### config.mk
export PLATFORM = sky130hd
export DESIGN_NAME = memblock_mo
export DESIGN_NICKNAME = d
export VERILOG_FILES = /design/src/rtl/memblock_mo_pkg.sv /design/src/rtl/memblock_load_align.sv /design/src/rtl/memblock_mo.sv
export SDC_FILE = /design/constraint.sdc
export NUM_CORES = 1
export LEC_CHECK = 0
export CAP_MARGIN = 20
export CORE_AREA = 2 2 219 221
export DETAILED_ROUTE_END_ITERATION = 12
export DIE_AREA = 0 0 221 223
export PLACE_DENSITY = 0.73
export SLEW_MARGIN = 20
export SYNTH_ARGS = -nofsm -noshare
export SYNTH_HDL_FRONTEND = slang
export SYNTH_SLANG_ARGS = --single-unit
### constraint.sdc
create_clock -name clock -period 6.1 [get_ports clock]
set_clock_uncertainty 0.2 [all_clocks]
set_input_delay 1.22 -clock clock [delete_from_list [all_inputs] [get_ports clock]]
set_output_delay 1.22 -clock clock [all_outputs]
set_load 0.005 [all_outputs]
### src/rtl/memblock_mo_pkg.sv
// Shared widths, tbus/size encodings, outstanding-entry layout and address helpers for memblock_mo.
package memblock_mo_pkg;

  localparam int unsigned PREG         = 7;
  localparam int unsigned ROB_SIZE_LOG = 6;
  localparam int unsigned TBUS_OPTYPE  = 2;

  localparam logic [TBUS_OPTYPE-1:0] TBUS_READ  = 2'd0;
  localparam logic [TBUS_OPTYPE-1:0] TBUS_WRITE = 2'd1;

  localparam logic [3:0] SIZE_B = 4'b0001;
  localparam logic [3:0] SIZE_H = 4'b0010;
  localparam logic [3:0] SIZE_W = 4'b0100;
  localparam logic [3:0] SIZE_D = 4'b1000;

  typedef struct packed {
    logic [PREG-1:0]         prd;
    logic                    robidx_flag;
    logic [ROB_SIZE_LOG-1:0] robidx;
    logic [3:0]              size;
    logic                    is_unsigned;
    logic [2:0]              offset;
    logic                    is_load;
    logic                    killed;
  } mo_entry_t;

  function automatic logic [63:0] agu(input logic [63:0] base, input logic [63:0] ofs);
    return base + ofs;
  endfunction

  // True when x is younger than the flushing instruction (ROB index with wrap flag).
  function automatic logic is_younger(input logic                    flush_flag,
                                      input logic [ROB_SIZE_LOG-1:0] flush_idx,
                                      input logic                    x_flag,
                                      input logic [ROB_SIZE_LOG-1:0] x_idx);
    return (flush_flag ^ x_flag) ^ (flush_idx < x_idx);
  endfunction

endpackage

### src/rtl/memblock_load_align.sv
// Extracts the addressed bytes from a 64-bit read beat and zero/sign-extends them.
module memblock_load_align
  import memblock_mo_pkg::*;
(
  input  logic [63:0] rdata_i,
  input  logic [2:0]  offset_i,
  input  logic [3:0]  size_i,
  input  logic        is_unsigned_i,
  output logic [63:0] data_o
);

  logic [63:0] shifted;

  always_comb begin
    shifted = rdata_i >> {offset_i, 3'b000};
    case (size_i)
      SIZE_B:  data_o = is_unsigned_i ? {56'b0, shifted[7:0]}
                                      : {{56{shifted[7]}}, shifted[7:0]};
      SIZE_H:  data_o = is_unsigned_i ? {48'b0, shifted[15:0]}
                                      : {{48{shifted[15]}}, shifted[15:0]};
      SIZE_W:  data_o = is_unsigned_i ? {32'b0, shifted[31:0]}
                                      : {{32{shifted[31]}}, shifted[31:0]};
      default: data_o = shifted;
    endcase
  end

endmodule

### src/rtl/memblock_mo.sv
// Memory-op issue block: tbus requests with an in-order outstanding queue, MMIO bypass and
// ROB-based flush of younger in-flight ops.
module memblock_mo
  import memblock_mo_pkg::*;
#(
  parameter int unsigned DEPTH   = 4,
  parameter logic [63:0] MMIO_LO = 64'h3000_0000,
  parameter logic [63:0] MMIO_HI = 64'h4070_0000
) (
  input  logic                    clock,
  input  logic                    reset_n,
  input  logic                    instr_valid,
  output logic                    instr_ready,
  input  logic [PREG-1:0]         prd,
  input  logic                    is_load,
  input  logic                    is_store,
  input  logic                    is_unsigned,
  input  logic [63:0]             imm,
  input  logic [63:0]             src1,
  input  logic [63:0]             src2,
  input  logic [3:0]              ls_size,
  input  logic                    robidx_flag,
  input  logic [ROB_SIZE_LOG-1:0] robidx,
  output logic                    tbus_index_valid,
  input  logic                    tbus_index_ready,
  output logic [63:0]             tbus_index,
  output logic [63:0]             tbus_write_data,
  output logic [63:0]             tbus_write_mask,
  output logic [TBUS_OPTYPE-1:0]  tbus_operation_type,
  input  logic [63:0]             tbus_read_data,
  input  logic                    tbus_operation_done,
  output logic                    out_instr_valid,
  output logic                    out_need_to_wb,
  output logic                    out_mmio,
  output logic [PREG-1:0]         out_prd,
  output logic                    out_robidx_flag,
  output logic [ROB_SIZE_LOG-1:0] out_robidx,
  output logic [63:0]             opload_read_data_wb,
  output logic                    mem_stall,
  input  logic                    flush_valid,
  input  logic                    flush_robidx_flag,
  input  logic [ROB_SIZE_LOG-1:0] flush_robidx,
  output logic                    memblock2dcache_flush
);

  localparam int unsigned IdxW = $clog2(DEPTH);
  localparam int unsigned PtrW = IdxW + 1;

  logic [PtrW-1:0] wptr_q, rptr_q, count;
  mo_entry_t       entry_q [DEPTH];
  mo_entry_t       head, new_entry;
  logic [DEPTH-1:0] entry_valid, kill_vec;
  logic [63:0]     addr, size_mask, load_data;
  logic            is_mmio, is_mem_op, full, empty, mmio_hold, in_flushed;
  logic            enq, deq, mmio_accept;

  logic                    mmio_valid_q, mmio_wb_q, mmio_flag_q;
  logic [PREG-1:0]         mmio_prd_q;
  logic [ROB_SIZE_LOG-1:0] mmio_robidx_q;

  assign addr        = agu(src1, imm);
  assign is_mmio     = (addr >= MMIO_LO) && (addr <= MMIO_HI);
  assign is_mem_op   = instr_valid & (is_load | is_store);
  assign full        = (wptr_q[IdxW-1:0] == rptr_q[IdxW-1:0]) && (wptr_q[IdxW] != rptr_q[IdxW]);
  assign empty       = (wptr_q == rptr_q);
  assign count       = wptr_q - rptr_q;
  assign head        = entry_q[rptr_q[IdxW-1:0]];
  assign in_flushed  = flush_valid & is_younger(flush_robidx_flag, flush_robidx, robidx_flag, robidx);
  assign mmio_hold   = is_mem_op & is_mmio & ~empty;
  assign instr_ready = ~full & ~mmio_hold;
  assign mem_stall   = ~instr_ready;

  assign tbus_index_valid = is_mem_op & ~is_mmio & instr_ready & ~in_flushed;
  assign enq              = tbus_index_valid & tbus_index_ready;
  // MMIO ops must wait until every earlier tbus op has drained.
  assign mmio_accept      = is_mem_op & is_mmio & empty & ~in_flushed;
  assign deq              = tbus_operation_done & ~empty;

  always_comb begin
    for (int i = 0; i < DEPTH; i++) begin
      entry_valid[i] = {1'b0, IdxW'(i) - rptr_q[IdxW-1:0]} < count;
      kill_vec[i]    = flush_valid & entry_valid[i] &
                       is_younger(flush_robidx_flag, flush_robidx,
                                  entry_q[i].robidx_flag, entry_q[i].robidx);
    end
  end

  assign memblock2dcache_flush = (instr_valid & in_flushed) | (|kill_vec);

  always_comb begin
    case (ls_size)
      SIZE_B:  size_mask = 64'hFF;
      SIZE_H:  size_mask = 64'hFFFF;
      SIZE_W:  size_mask = 64'hFFFF_FFFF;
      default: size_mask = '1;
    endcase
  end

  always_comb begin
    tbus_index          = '0;
    tbus_write_mask     = '0;
    tbus_write_data     = '0;
    tbus_operation_type = TBUS_READ;
    if (tbus_index_valid) begin
      tbus_index = addr;
      if (is_store) begin
        tbus_operation_type = TBUS_WRITE;
        tbus_write_mask     = (ls_size == SIZE_D) ? '1 : (size_mask << {addr[2:0], 3'b000});
        tbus_write_data     = src2 << {addr[2:0], 3'b000};
      end
    end
  end

  always_comb begin
    new_entry             = '0;
    new_entry.prd         = prd;
    new_entry.robidx_flag = robidx_flag;
    new_entry.robidx      = robidx;
    new_entry.size        = ls_size;
    new_entry.is_unsigned = is_unsigned;
    new_entry.offset      = addr[2:0];
    new_entry.is_load     = is_load;
  end

  memblock_load_align u_load_align (
    .rdata_i      (tbus_read_data),
    .offset_i     (head.offset),
    .size_i       (head.size),
    .is_unsigned_i(head.is_unsigned),
    .data_o       (load_data)
  );

  always_ff @(posedge clock or negedge reset_n) begin
    if (!reset_n) begin
      wptr_q        <= '0;
      rptr_q        <= '0;
      for (int i = 0; i < DEPTH; i++) entry_q[i] <= '0;
      mmio_valid_q  <= 1'b0;
      mmio_wb_q     <= 1'b0;
      mmio_flag_q   <= 1'b0;
      mmio_prd_q    <= '0;
      mmio_robidx_q <= '0;
    end else begin
      for (int i = 0; i < DEPTH; i++) begin
        if (kill_vec[i]) entry_q[i].killed <= 1'b1;
      end
      if (enq) begin
        entry_q[wptr_q[IdxW-1:0]] <= new_entry;
        wptr_q                    <= wptr_q + 1'b1;
      end
      if (deq) rptr_q <= rptr_q + 1'b1;
      mmio_valid_q  <= mmio_accept;
      mmio_wb_q     <= mmio_accept & is_load;
      mmio_flag_q   <= mmio_accept & robidx_flag;
      mmio_prd_q    <= mmio_accept ? prd : '0;
      mmio_robidx_q <= mmio_accept ? robidx : '0;
    end
  end

  always_comb begin
    out_instr_valid     = 1'b0;
    out_need_to_wb      = 1'b0;
    out_mmio            = 1'b0;
    out_prd             = '0;
    out_robidx_flag     = 1'b0;
    out_robidx          = '0;
    opload_read_data_wb = '0;
    if (mmio_valid_q) begin
      out_instr_valid = 1'b1;
      out_mmio        = 1'b1;
      out_need_to_wb  = mmio_wb_q;
      out_prd         = mmio_prd_q;
      out_robidx_flag = mmio_flag_q;
      out_robidx      = mmio_robidx_q;
    end else if (deq && !head.killed) begin
      out_instr_valid     = 1'b1;
      out_need_to_wb      = head.is_load;
      out_prd             = head.prd;
      out_robidx_flag     = head.robidx_flag;
      out_robidx          = head.robidx;
      opload_read_data_wb = load_data;
    end
  end

endmodule

==> impl_metrics.yaml <==
clocking:
  clk_pin_slew_ps: 50
  cts_max_level: 4
  cts_root_buffer: "clkbuf_16"
  cts_buffers: 17
  cts_sinks: 118
  clk_latency_ps: 420
  hold_buffers: 0
  cts_tree: "yes"
  clock_path_buffers: 2
global_routing:
  grt_antenna_before_repair: 0
  grt_pass1_vias: 21300
  track_usage_pct: 32.0
  grt_overflow_total: 0
  grt_first_pass_wirelength_um: 125000
  grt_max_degree: 76
floorplan:
  core_area_um2: 47100
  io_pins: 569
  die_w_um: 221
  initial_core_util_pct: 35.6
  die_height_um: 223
  fp-row-count: 80
  die_area_um2: 49300
yosys:
  synth_seq_cells: 118
  synth_cell_types: 87
  synth_area_per_cell_um2: 7.88
  syn_nets: 2522
  synth_edf_count: 0
  synth_area_um2: 16800
  ys_seq_area_share_pct: 17.6
  synthFlopType: "dfrtp_1"
  synthCells: 2130
  synth_warnings: 0
  async_reset_ff_share_pct: 100
timing:
  fmax_mhz: 151
  tightest_slew_ps: 1100
  relSlewSlack_pct: 26.7
  setup_viol: 189
  setup_slack_ps: -504
  slew_violations: 0
  period_share_pct: 108
  finalHoldViolCount: 0
  hold_ws_ps: 286
  fin_tns_setup_ps: -63470
  fin_crit_ps: 6600
  grt_setup_unrepaired: "yes"
pwr:
  power_density_nw_per_um2: 314
  vdd_drop_max_v: 0.000437
  sw_frac_of_total_pct: 45.5
  p_clk_share_pct: 10.9
  p_comb_share_pct: 74.5
  p_int_mw: 5.04
  netSwitchingPower_mw: 4.21
  pwr-share-seq_pct: 14.6
  power.total_mw: 9.25
  p_leak_nw: 12.7
status:
  status: "finished with violations"
  violations: "negative setup slack"
cells_and_area:
  fin_cells: 3735
  final_layout_size_suffix_gt1_share_pct: 38.5
  area_growth_pct: 75.7
  antenna_cells: 0
  fin_nets: 3499
worst_hold_path:
  hp-class: "reg2reg"
route:
  wl_per_cell_um: 22.7
  first_iter_violations: 1914
  vias: 21600
  ant_nets: 0
  wl_um: 84700
  drc: 0
  via_per_inst: 5.78
  drtPass1Iterations: 5
placement:
  hpwl_um: 65000
  dpl.cell_count: 3585
  io_buffer_count: 567
  place.gp.congestion: 1.07
setup_path:
  path_max_fanout: 7
  worstPathRequired_ps: 4680
  crit_path_start_kind: "primary input"
  worstSetupPathType: "in2out"
  crit_path_end_kind: "output port"
  worstPathArrival_ps: 5180
job:
  maxCapViolCount: 0
[cell usage after synthesis, types with 5 or more instances]
master     number  area share, %
xnor2_1        46            2.4
a22o_1          7           0.37
mux4_2         83             11
buf_6           9           0.60
nor4_1         15           0.56
o211ai_1        8           0.36
ha_1          100            7.5
a211oi_1       22           0.98
nand3_1        71            2.1
mux2i_1        49            2.9
o31a_1          6           0.31
o21ai_1        12           0.36
buf_1          13           0.29
buf_4          57            2.5
xor2_1         23            1.2
o31ai_1         8           0.36
clkbuf_1      109            2.4
a31oi_1        13           0.48
or3_1          18           0.67
o21ai_0       107            3.2
and3_1         13           0.48
nand2_1       217            4.9
dfrtp_1       118             18
nor3_1         53            1.6
and4_1         30            1.6
and2_1         13           0.48
nor2_1        233            5.2
o311ai_0        5           0.26
nor3b_1        13           0.58
inv_1          55            1.2
nand2b_1       33            1.2
o2bb2ai_1      45            2.3
mux2_1         24            1.6
nor2b_1        21           0.78
mux2_2         32            2.1
o21a_1         26            1.2
a21o_1         21           0.94
a21oi_1       228            6.8
buf_2          38            1.1
nand4_1        48            1.8
[what timing repair did]
action                     CTS  global route
setup endpoints to repair  194           206
resized for setup          688           292
gates cloned                 0             2
buffers inserted            89            38
pin swaps                  151            45
[through the flow]
stage	util, %	area [um^2]	setup WS, ps
after global routing	62.5	29500	-645
after floorplan	-	16800	46.5
after detailed placement	55.3	26100	-1290
after global placement	55.3	26100	-1250
final	62.5	29500	-504
after CTS	61.7	29100	-412
[layer usage]
layer | part of all wire, % | global-route usage [%] | wire length (um)
met5 | 0 | 0 | 0
met4 | 3.6 | 9.76 | 3030
met2 | 49 | 56.2 | 41600
met3 | 6.3 | 3.46 | 5330
met1 | 41 | 41.4 | 34800
[kinds of logic (layout without fill, tap and decap cells)]
group,after synthesis,count (layout),share of synthesized area (%)
buf+inv,284,1274,8.32
fa+ha+maj,102,102,7.69
simple gates,798,798,23.2
mux,188,188,17.8
compound gates,570,570,21.8
flops,118,118,17.6
other cells,1,1,0.0223
xor+xnor,69,69,3.60
[cell type report]
cell class / instances / area, um^2
clock buffer: 19 / 453
clock inverter: 13 / 148
fill: 3961 / 17700
inverter: 57 / 214
multi-input combinational: 1728 / 14700
sequential: 118 / 2960
tap: 615 / 769
timing repair buffer: 1185 / 10300
[power groups by stage]
stage	clock [mW]	sequential [mW]	combinational (mW)
CTS	1.01	1.34	6.64
finish	1.01	1.35	6.90
global route	1.05	1.39	7.36
global placement	0	1.32	6.23
detailed placement	0	1.35	6.32
floorplan	0	1.24	3.88
[critical path: stages]
cell and delay, ps:
dlygate4sd2_1 270, ha_4 260, buf_6 120, buf_4 130, nand4_1 190, o211ai_1 160
a21oi_2 310, a211oi_4 100, o21a_1 210, buf_4 140, o311ai_4 320, o2111ai_4 170
nor4_4 300, nand4_4 180, buf_6 160, o21ai_4 150, buf_12 140, buf_12 110
clkbuf_16 160, buf_4 110, buf_6 90, nor2_2 40, buf_2 140
[final timing paths]
check / start / end / slack [ps] / cells after the start
max: imm[17] / tbus_index[24] / -500 / 23
min: entry_q[3] / entry_q[3] / 290 / 1
max reg2reg: rptr_q[1] / entry_q[16] / 2390 / 12
min reg2reg: entry_q[3] / entry_q[3] / 290 / 1
max in group asynchronous: reset_n / rptr_q[0] / 3780 / 2
min in group asynchronous: reset_n / entry_q[82] / 710 / 1
[sequential cells by signal (all words and copies together) (netlist names)]
register       count
mmio_flag_q        1
wptr_q             3
mmio_wb_q          1
entry_q           96
mmio_prd_q         7
rptr_q             3
mmio_robidx_q      6
mmio_valid_q       1
[layout by cell type, fill, tap and decap left out, types with 41 or more instances in the layout]
master | synthesis | layout
clkbuf_2 | 1 | 66
buf_6 | 9 | 59
nand3_1 | 71 | 68
inv_1 | 55 | 51
ha_4 | 0 | 58
mux2i_1 | 49 | 48
o2bb2ai_1 | 45 | 44
mux4_2 | 83 | 82
nand2_1 | 217 | 206
dfrtp_1 | 118 | 117
nor2_1 | 233 | 190
a21oi_1 | 228 | 180
o21ai_0 | 107 | 77
dlygate4sd2_1 | 0 | 82
nand4_1 | 48 | 48
clkdlybuf4s50_1 | 0 | 319
xnor2_1 | 46 | 41
ha_1 | 100 | 42
buf_4 | 57 | 542
No activity file was read; power rests on OpenSTA's default activity.
